===== config.mk =====
export PLATFORM = sky130hd
export DESIGN_NAME = disp_scan
export DESIGN_NICKNAME = d
export VERILOG_FILES = /design/src/rtl/disp_scan.sv
export SDC_FILE = /design/constraint.sdc
export NUM_CORES = 1
export LEC_CHECK = 0
export BUFFER_PORTS_ARGS = -buffer_cell sky130_fd_sc_hd__buf_2
export CAP_MARGIN = 20
export CORE_ASPECT_RATIO = 1.25
export CORE_MARGIN = 8
export CORE_UTILIZATION = 50
export DETAILED_ROUTE_END_ITERATION = 10
export GPL_TIMING_DRIVEN = 0
export PLACE_DENSITY = 0.76
export SLEW_MARGIN = 20
export SYNTH_ARGS = -nofsm -noshare
export SYNTH_HDL_FRONTEND = slang
export SYNTH_SLANG_ARGS = --single-unit

===== constraint.sdc =====
create_clock -name clk -period 5.1 [get_ports clk]
set_clock_uncertainty 0.2 [all_clocks]
set_input_delay 0.51 -clock clk [delete_from_list [all_inputs] [get_ports clk]]
set_output_delay 0.51 -clock clk [all_outputs]
set_load 0.02 [all_outputs]

===== src/rtl/disp_scan.sv =====
// rtl/disp_scan.sv - character display frame scanner: RAM reads through a 4-deep credit FIFO to a ready/valid stream
module disp_scan #(
    parameter int COLS = 40,
    parameter int ROWS = 4,
    parameter int BASE = 0
) (
    input  logic       clk,
    input  logic       reset,
    input  logic       start,
    output logic       busy,
    output logic [9:0] read_address,
    input  logic [7:0] q,
    output logic [7:0] out_data,
    output logic       out_valid,
    input  logic       out_ready,
    output logic       out_sol,
    output logic       out_eof,
    output logic       frame_done
);

    localparam logic [9:0] BASE_ADDR = 10'(BASE);
    localparam logic [9:0] COL_LAST  = 10'(COLS - 1);
    localparam logic [9:0] ROW_LAST  = 10'(ROWS - 1);

    typedef enum logic [1:0] {IDLE, RUN, DRAIN} state_t;

    state_t      state_q, state_d;
    logic [9:0]  addr, last_addr, row, col;
    logic        issue, last_cell, push, pop, eof_pop;
    logic        s1_v, s1_sol, s1_eof, s2_v, s2_sol, s2_eof;
    logic [9:0]  fifo_mem [4];
    logic [1:0]  wr_ptr, rd_ptr;
    logic [2:0]  fifo_count;
    logic [9:0]  head;
    logic        credit_ok;

    // FIFO head and handshake decode; stored entry layout is {data, sol, eof}
    always_comb begin
        head      = fifo_mem[rd_ptr];
        out_valid = (fifo_count != 3'd0);
        pop       = out_valid & out_ready;
        push      = s2_v;
        eof_pop   = pop & head[0];
        out_data  = out_valid ? head[9:2] : 8'h00;
        out_sol   = out_valid & head[1];
        out_eof   = out_valid & head[0];
        last_cell = (row == ROW_LAST) && (col == COL_LAST);
        // reads in flight plus bytes buffered can never exceed the FIFO depth
        credit_ok = (fifo_count + 3'(s1_v) + 3'(s2_v)) < 3'd4;
        busy      = (state_q != IDLE);
    end

    // next-state and read-issue decision
    always_comb begin
        state_d = state_q;
        issue   = 1'b0;
        case (state_q)
            IDLE:  if (start) state_d = RUN;
            RUN: begin
                if (credit_ok) begin
                    issue = 1'b1;
                    if (last_cell) state_d = DRAIN;
                end
            end
            DRAIN: if (eof_pop) state_d = IDLE;
            default: state_d = IDLE;
        endcase
        read_address = issue ? addr : last_addr;
    end

    // state register
    always_ff @(posedge clk or posedge reset) begin
        if (reset) state_q <= IDLE;
        else       state_q <= state_d;
    end

    // address and row/column scan counters; last_addr holds the RAM address between reads
    always_ff @(posedge clk or posedge reset) begin
        if (reset) begin
            addr      <= BASE_ADDR;
            last_addr <= BASE_ADDR;
            row       <= '0;
            col       <= '0;
        end else if (state_q == IDLE && start) begin
            addr <= BASE_ADDR;
            row  <= '0;
            col  <= '0;
        end else if (issue) begin
            last_addr <= addr;
            addr      <= addr + 10'd1;
            if (col == COL_LAST) begin
                col <= '0;
                row <= row + 10'd1;
            end else begin
                col <= col + 10'd1;
            end
        end
    end

    // two-stage tag pipeline aligned with the RAM read latency
    always_ff @(posedge clk or posedge reset) begin
        if (reset) begin
            s1_v <= 1'b0; s1_sol <= 1'b0; s1_eof <= 1'b0;
            s2_v <= 1'b0; s2_sol <= 1'b0; s2_eof <= 1'b0;
        end else begin
            s1_v   <= issue;
            s1_sol <= issue && (col == 10'd0);
            s1_eof <= issue && last_cell;
            s2_v   <= s1_v;
            s2_sol <= s1_sol;
            s2_eof <= s1_eof;
        end
    end

    // FIFO storage; contents are don't-care while count is zero, so no reset needed
    always_ff @(posedge clk) begin
        if (push) fifo_mem[wr_ptr] <= {q, s2_sol, s2_eof};
    end

    // FIFO pointers and occupancy
    always_ff @(posedge clk or posedge reset) begin
        if (reset) begin
            wr_ptr     <= '0;
            rd_ptr     <= '0;
            fifo_count <= '0;
        end else begin
            if (push) wr_ptr <= wr_ptr + 2'd1;
            if (pop)  rd_ptr <= rd_ptr + 2'd1;
            case ({push, pop})
                2'b10:   fifo_count <= fifo_count + 3'd1;
                2'b01:   fifo_count <= fifo_count - 3'd1;
                default: fifo_count <= fifo_count;
            endcase
        end
    end

    // one-cycle completion pulse after the eof byte leaves
    always_ff @(posedge clk or posedge reset) begin
        if (reset) frame_done <= 1'b0;
        else       frame_done <= (state_q == DRAIN) && eof_pop;
    end

endmodule


== Yosys cells after proc, flatten, opt, wreduce, memory -nomap -nowiden ==
Memory sizes are Yosys's and may differ from the RTL's.
Index checks and enable logic that the tools add are counted.

* Bits in registers: 56
* Memory bits (writable): 40
* Input port bits: 12
* Output and inout port bits: 23
* Word-level logic and storage cells: 74
* Memories: 1

{| class="wikitable"
|+ Memories
! memory !! depth !! bits a word !! read ports !! clocked after memory_dff !! write ports !! RTL line !! RTL
|-
| fifo_mem || 4 || 10 || 1 || 0 || 1 || 31 || <nowiki>logic [9:0] fifo_mem [4];</nowiki>
|}

* Add/sub/neg operators: 9
* Order comparisons: 1
* Eq/ne operators: 10
* Muxes and demuxes: 20
* Bitwise logic cells: 4
* Reductions and logical operators: 14

{| class="wikitable"
|+ Operator list
! cell !! count
|-
| two-way mux 10 bit || 9
|-
| adder 10 x 1 -> 10 bit (second input constant) || 3
|-
| equality test 10 x 2 -> 1 bit (second input constant) || 1
|-
| equality test 10 x 6 -> 1 bit (second input constant) || 1
|-
| logical NOT 10 bit || 1
|-
| two-way mux 2 bit || 4
|-
| two-way mux 8 bit || 1
|-
| != test 2 bit (second input constant) || 4
|-
| nonzero test 2 bit || 4
|-
| adder 3 x 1 -> 3 bit || 2
|-
| one-hot mux 2 bit (3 select lines) || 1
|-
| one-hot mux 3 bit (2 select lines) || 1
|-
| logical AND 1 bit || 5
|-
| adder 2 x 1 -> 2 bit (second input constant) || 2
|-
| AND 1 bit || 4
|-
| equality test 2 x 1 -> 1 bit (second input constant) || 2
|-
| equality test 2 bit (second input constant) || 2
|-
| two-way mux 1 bit || 4
|-
| AND reduction 4 bit || 1
|-
| adder 3 x 1 -> 3 bit (second input constant) || 1
|-
| < comparator 3 bit (second input constant) || 1
|-
| nonzero test 3 bit || 1
|-
| subtractor 3 x 1 -> 3 bit (second input constant) || 1
|-
| logical NOT 2 bit || 1
|-
| AND reduction 2 bit || 1
|}

== Depth between registers and ports, before layout ==
Gate-level depths: netlist (run 1).

* Word-level depth: 7
* Depth in mapped cells: 8
* Depth with buffers taken out: 8

== Worst setup path after synthesis (run 1) ==
OpenSTA, ideal clock, no wires.

* Path kind: reg-to-output
* From: reg s2_v, in the netlist push
* To: out read_address[0]
* Data arrival time: 1.884 ns
* Setup slack: 2.506 ns
* Cell stages (with the launch flop): 9
* Cell sequence: dfrtp_1 -> ha_1 -> and3_4 -> o221ai_4 -> buf_6 -> buf_4 -> buf_2 -> nand2_1 -> nand2_1

* Word-level cells in the longest chain between the ends: 5

{| class="wikitable"
|+ Ends and longest elaborated chain
! element !! RTL line !! RTL
|-
| start, declared || 30 || <nowiki>logic s1_v, s1_sol, s1_eof, s2_v, s2_sol, s2_eof;</nowiki>
|-
| start signal, assigned || 109 || <nowiki>s2_v <= s1_v;</nowiki>
|-
| adder 3 x 1 -> 3 bit || 49 || <nowiki>credit_ok = (fifo_count + 3'(s1_v) + 3'(s2_v)) < 3'd4;</nowiki>
|-
| < comparator 3 bit || 49 ||
|-
| two-way mux 1 bit || 60 || <nowiki>if (credit_ok) begin</nowiki>
|-
| two-way mux 1 bit || 57 || <nowiki>case (state_q)</nowiki>
|-
| two-way mux 10 bit || n/a ||
|-
| end, declared || 11 || <nowiki>output logic [9:0] read_address,</nowiki>
|}

No other way between the ends.

== Worst setup path in the final report (run 1) ==
* From: reg s2_v, in the netlist push
* To: out read_address[6]

The elaborated chain is that of the path after synthesis.

==> out/qor.yml, run 1 <==
run_status:
  status: "completed"
route:
  wirelength_um: 8197
  drc: 0
  dr_total_vias: 2880
  wl_per_cell_um: 16.10
  drt-vias-per-instance: 5.658
  dr.pass1.iters: 4
  ant_nets: 0
  drtIter0Drc: 94
cts:
  cts-root-buf: "clkbuf_8"
  cts-htree-levels: 3
  cts_resized: 0
  worstSkewPairLatency_ps: 360
  cts.sinks: 96
  cts.path.max_buffers: 2
  postCtsHoldBufs: 0
  cts_buffers: 9
  cts.clk_slew.worst_paths_ps: 90
  post_cts_buffers: 0
  tritoncts: "done"
timing:
  rsz0062_at_grt: "false"
  max_freq_mhz: 298.0
  finalWorstPathRequiredPeriod_ps: 3356
  tightest_slew_ps: 689.3
  timing.final.crit_share_pct: 65.80
  finalMaxSlewViolations: 0
  max_slew_margin_pct: 54.04
  hold_slack_ps: 44.63
  finalHoldViolCount: 0
  setup_viol: 0
  fin_setup_tns_ps: 0
synth:
  synthMuxAreaShare_pct: 7.922
  synth_area_leaders: "dfrtp_1 (32%), edfxtp_1 (28%), nand2_1 (5.7%), mux4_2 (5.2%), ha_1 (2.9%)"
  synth_top_area_share_pct: 32.15
  synth_most_common_cell: "nand2_1"
  synthDistinctLibCells: 46
  synth.cell_area_sq_um: 4359
  synthFlopType: "dfrtp_1"
  synth_compound_area_share_pct: 7.577
  ys_seq_elements: 96
  synthSimpleGateAreaFrac_pct: 17.14
  async_reset_ff_share_pct: 58.33
  synth_top_family_by_area: "simple AND/OR/NAND/NOR gates"
  synth_commonest_cells: "nand2_1 (66), dfrtp_1 (56), edfxtp_1 (40)"
  synth_cells: 359
  post_synth.cell_area_avg_sq_um: 12.14
  yosys.area.top_type: "dfrtp_1"
  seq_area_frac_synth_pct: 59.70
  ys_warn_count: 0
  synth_edf_count: 40
  synthAdderAreaFrac_pct: 3.330
  synth_xor_area_share_pct: 1.406
  syn_nets: 382
pwr:
  peakVddDrop_mv: 0.3095
  p_leak_nw: 2.060
  powerDensity_nw_per_um2: 615.4
worst_setup_path:
  startpoint_type: "flop"
  crit_family: "buffers and inverters"
  cp_max_fo: 10
  cp.arrival_ps: 2650
  reg2reg_to: "addr[8]"
  path_buf_inv: 4
  r2r_setup_slack_ps: 2690
  crit_chain: "ha_1 > and3_4 > o221ai_4 > buf_6 > buf_4 > buf_2 > nand2_1 > nand2_1 > buf_2"
  r2r_cells: 6
  worstSetupPathType: "flop to output pin"
  crit_required_ps: 4390
  slowest_delay_ps: 470
  cp-end-kind: "output pin"
  cp_slowest_cell: "dfrtp_1"
  r2r_start: "push"
final_layout:
  nFillCells: 711
  drive_gt1_share_pct: 18.58
  seqCellArea_sq_um: 2603
  syn_to_final_growth_pct: 11.31
  nets: 427
  n_antenna_cell: 0
  multi_input_area_sq_um: 1629
placed_design:
  io_buffers: 34
  place_congestion: 0.8571
  hpwl_um: 5744
global_routing:
  grt_pass1_vias: 2806
  grt_max_degree: 57
  antenna_found_initial: 0
  grt-busiest-layer: "met2"
  grt_pass1_wl_um: 13650
  grt_use_met3_pct: 3.450
  grt_use_total_pct: 14.48
  grt_use_met1_pct: 16.51
  use_met2_pct: 25.45
  grt.overflow.total: 0
die:
  die_y_um: 120.4
  dieArea_sq_um: 11980
  start_util_pct: 50.94
  fp-row-count: 38
  dieWidth_um: 99.52
  core_region_area_sq_um: 8558
  ios: 35
flow_run:
  cap_violations: 0
worst_hold_path:
  hp-class: "input pin to async pin"
-- layout make-up --
type | count | share of cell area [%]
clock buffer | 10 | 2.630
multi-input combinational | 234 | 33.57
tap | 100 | 2.579
timing repair buffer | 34 | 3.507
clock inverter | 6 | 1.392
sequential | 96 | 53.64
inverter | 16 | 1.289
buffer | 13 | 1.392
-- per-layer routing --
| layer | vias up | share of wire, % | wire length, um |
|---|---|---|---|
| met1 | 1410 | 43 | 3486 |
| met4 | 0 | 2.0 | 160 |
| met3 | 10 | 4.0 | 328 |
| met5 | - | 0 | 0 |
| li1 | 1390 | - | - |
| met2 | 70 | 51 | 4221 |
-- worst reg2reg max path, cell delays in order (launching register included) --
cell	delay (ps)
dfrtp_1	470
ha_1	350
a21oi_1	280
o221ai_4	200
buf_6	190
or4_1	480
a21oi_1	170
-- cell usage in the layout (no fill, tap or decap), types with 2 or more instances in the layout --
master	count
nand2_1	66
or4_1	7
dfrtp_1	56
and2_1	15
mux4_2	10
clkbuf_8	9
nand4_1	7
ha_1	10
a211oi_1	2
inv_1	15
o31ai_1	11
nor3_1	2
o21ai_0	9
xnor2_1	3
nor3b_1	2
nor4_1	3
nand3_1	15
buf_2	40
clkbuf_1	6
o311ai_0	2
xor2_1	4
mux2i_1	12
nand2b_1	3
o2111ai_1	3
o211ai_1	4
or2_2	4
a21oi_1	9
nor2_1	13
edfxtp_1	40
clkinv_4	2
or3_1	3
-- flip-flops by register name, indices dropped and copies added, names as in the netlist, 2 cells and up --
| signal | count |
|---|---|
| state_q | 2 |
| fifo_count | 3 |
| addr | 10 |
| col | 10 |
| row | 10 |
| wr_ptr | 2 |
| rd_ptr | 2 |
| fifo_mem | 40 |
| last_addr | 10 |
-- worst max-delay path by stage --
stage	slack, ps	cells after the start	to	from
finish	1740	9	read_address[6]	push
global route	1560	9	read_address[0]	push
CTS	1730	9	read_address[6]	push
detailed placement	2140	9	read_address[6]	push
global placement	2150	9	read_address[0]	push
floorplan	2510	8	read_address[0]	push
-- through the flow --
step | util (%) | setup slack (ps) | cells | power, mW | area (sq um)
floorplan | - | 2506 | 359 | 2.154 | 4359
global placement | 54.39 | 2152 | 493 | 2.487 | 4654
detailed placement | 54.42 | 2142 | 493 | 2.535 | 4657
CTS | 56.70 | 1733 | 509 | 3.024 | 4852
global route | 56.70 | 1559 | 509 | 3.206 | 4852
finish | 56.70 | 1744 | 509 | 2.986 | 4852
-- logic make-up after synthesis --
family,after synthesis
simple gates,148
flops,96
compound gates,46
buf+inv,29
mux,22
fa+ha+maj,11
xor+xnor,7
-- power by group --
part,internal (mW),switching (mW),leakage [nW]
clock,0.229,0.262,0.0945
combinational,0.493,0.781,0.878
sequential,1.06,0.164,1.09
Note: power is estimated with default switching activity, not from simulation.
==> inputs of run 2 (changes only) <==
--- a/config.mk
+++ b/config.mk
@@ -12,7 +12,7 @@
 export CORE_UTILIZATION = 50
 export DETAILED_ROUTE_END_ITERATION = 10
 export GPL_TIMING_DRIVEN = 0
-export PLACE_DENSITY = 0.76
+export PLACE_DENSITY = 0.79
 export SLEW_MARGIN = 20
 export SYNTH_ARGS = -nofsm -noshare
 export SYNTH_HDL_FRONTEND = slang
==> constraint.sdc (replaced) <==
create_clock -name clk -period 2.75 [get_ports clk]
set_clock_uncertainty 0.2 [all_clocks]
set_input_delay 0.275 -clock clk [delete_from_list [all_inputs] [get_ports clk]]
set_output_delay 0.275 -clock clk [all_outputs]
set_load 0.02 [all_outputs]
==> run 2 against run 1 <==
Via count increased by 1.5%. Worst hold slack improved by 3.6 ps. Core utilization increased by 1.8 points. Critical path depth decreased by 1. Sequential share of layout area decreased by 1.6 points. Total power increased by 91%. Final cell count increased by 2.4%. Non-clock buffer count increased by 12. Global-route usage increased by 0.36 points. First-iteration DRC count increased by 13%. Register-to-register slack got worse by 2300 ps. Routed wire length increased by 1.6%. Critical path type unchanged. Highest routed layer unchanged.
==> out/qor.yml, run 2 (synthesized netlist as in run 1, its figures left out) <==
worst_setup_path:
  slowest_delay_ps: 440  # -30 ps
  worstSetupPathType: "flop to output pin"
  r2r_start: "fifo_count[0]"
  critical_path.endpoint: "read_address[7]"
  cp.arrival_ps: 2140  # -510 ps
  cp_max_fo: 10  # unchanged
  reg2reg_to: "fifo_count[1]"
  crit_required_ps: 2280  # -2110 ps
  r2r_setup_slack_ps: 410  # -2280 ps
  startpoint_type: "flop"
  crit_start: "push"
  crit_chain: "ha_4 > and3_4 > o221ai_4 > buf_6 > buf_6 > nand2_1 > nand2_1 > buf_2"
  r2r_cells: 7  # +1
  cp-end-kind: "output pin"
  cp_slowest_cell: "dfrtp_2"
cts:
  cts-htree-levels: 3  # unchanged
  tritoncts: "done"
  cts.path.max_buffers: 2  # unchanged
  worstSkewPairLatency_ps: 370  # about the same
  cts-root-buf: "clkbuf_8"
  cts.sinks: 96  # unchanged
  cts_buffers: 9  # unchanged
  cts.clk_slew.worst_paths_ps: 90  # about the same
timing:
  rsz0062_at_grt: "false"
  max_slew_margin_pct: 54.39  # +0.35 points
  hold_slack_ps: 48.25  # +3.622 ps
  tightest_slew_ps: 684.1  # -5.184 ps
  max_freq_mhz: 382.9
  timing.final.crit_share_pct: 94.98
  setup_viol: 0  # unchanged
  finalWorstPathRequiredPeriod_ps: 2612
  finalMaxSlewViolations: 0  # unchanged
  finalHoldViolCount: 0  # unchanged
die:
  ios: 35  # unchanged
  dieWidth_um: 99.52  # unchanged
  die_y_um: 120.4  # unchanged
  fp-row-count: 38  # unchanged
  start_util_pct: 50.94  # unchanged
  core_region_area_sq_um: 8558  # unchanged
  dieArea_sq_um: 11980  # unchanged
final_layout:
  syn_to_final_growth_pct: 14.84
  regMostFlops: "fifo_mem"
  layout_common_cells: "nand2_1 (66), dfrtp_1 (55), edfxtp_1 (40)"
  nets: 439  # +2.8%
  fin_cells: 521  # +2.4%
  nFillCells: 683  # -3.9%
  final_core_util_pct: 58.49  # +1.8 points
  drive_gt1_share_pct: 20.19  # +1.6 points
  n_antenna_cell: 0  # unchanged
  largest_reg_flops: 40  # unchanged
  design_area_sq_um: 5006  # +3.2%
  layout_commonest_cell: "nand2_1"
route:
  wl_per_cell_um: 15.98  # -0.75%
  dr_total_vias: 2923  # +1.5%
  drt-vias-per-instance: 5.610  # -0.84%
  ant_nets: 0  # unchanged
  dr.pass1.iters: 4  # unchanged
  wirelength_um: 8327  # +1.6%
  drtIter0Drc: 106  # +13%
  drc: 0  # unchanged
flow_run:
  cap_violations: 0  # unchanged
run_status:
  status: "completed"
global_routing:
  grt_pass1_vias: 2909  # +3.7%
  grt.overflow.total: 0  # unchanged
  grt_max_degree: 57  # unchanged
  antenna_found_initial: 0  # unchanged
  grt_pass1_wl_um: 14050  # +2.9%
  grt_use_total_pct: 14.83  # +0.36 points
pwr:
  finalPower_mw: 5.694  # +91%
  powerDensity_nw_per_um2: 1137  # +85%
  peakVddDrop_mv: 0.5709  # +84%
  p_leak_nw: 2.115  # +2.7%
worst_hold_path:
  hp-class: "input pin to flop"
placed_design:
  io_buffers: 34  # unchanged
  hpwl_um: 5674  # -1.2%
  placed_area_sq_um: 4657  # unchanged
  place_congestion: 0.8702  # +1.5%
  dp.cells: 493  # unchanged
==> run 2: how the worst min path moves through the flow <==
stage,slack [ps],start,cells after the start,to
final,50,out_ready,3,frame_done
after global routing,50,out_ready,3,frame_done
after CTS,30,out_ready,3,frame_done
after detailed placement,140,s1_sol,0,s2_sol
after global placement,130,s1_sol,0,s2_sol
after floorplan,130,s1_eof,0,s2_eof
==> run 2: timing repair <==
action                                  CTS  global route
endpoints found under the setup margin   10            10
cloned                                    0             0
pin swaps                                 1             1
buffers inserted                          3             2
hold buffers                              9             0
gates resized for setup                   8             8
hold endpoints to repair                 88             0
==> run 2: cell type report <==
class	count	area, sq um	area share, %
multi-input cells	234	1645	32.87
flip-flops and latches	96	2604	52.01
repair buffers	48	305.3	6.098
well taps	100	125.1	2.499
inverters	16	65.06	1.300
clock buffers	9	123.9	2.474
clock inverters	7	55.05	1.100
plain buffers	11	82.58	1.650
==> run 2: layer usage <==
metal | GRT usage, % | vias up | routed length, um
met2 | 25.20 | 53 | 4369
met5 | 0 | - | 0
met1 | 17.54 | 1440 | 3542
li1 | - | 1420 | -
met4 | 6.262 | 0 | 121
met3 | 3.623 | 10 | 293
==> run 2: critical path, delay by kind of cell, from the launching register on <==
family,cells,cell delay [ps]
AO/OA/AOI/OAI,1,280
adder cells (fa/ha/maj),1,250
buffers and inverters,3,470
flip-flops,1,440
AND/OR/NAND/NOR,3,340
==> run 2: where the power goes <==
group          leakage [nW]  internal [mW]  switching (mW)
registers              1.09           1.96           0.304
logic                 0.941           1.08            1.51
clock network        0.0877          0.337           0.503
total                  2.12           3.38            2.31
==> run 2: stage by stage <==
step                setup TNS, ps  setup slack, ps
global placement                0            22.29
detailed placement        -0.5307          -0.5307
floorplan                       0            391.2
finish                          0            138.2
CTS                             0            1.126
global route                    0            36.85
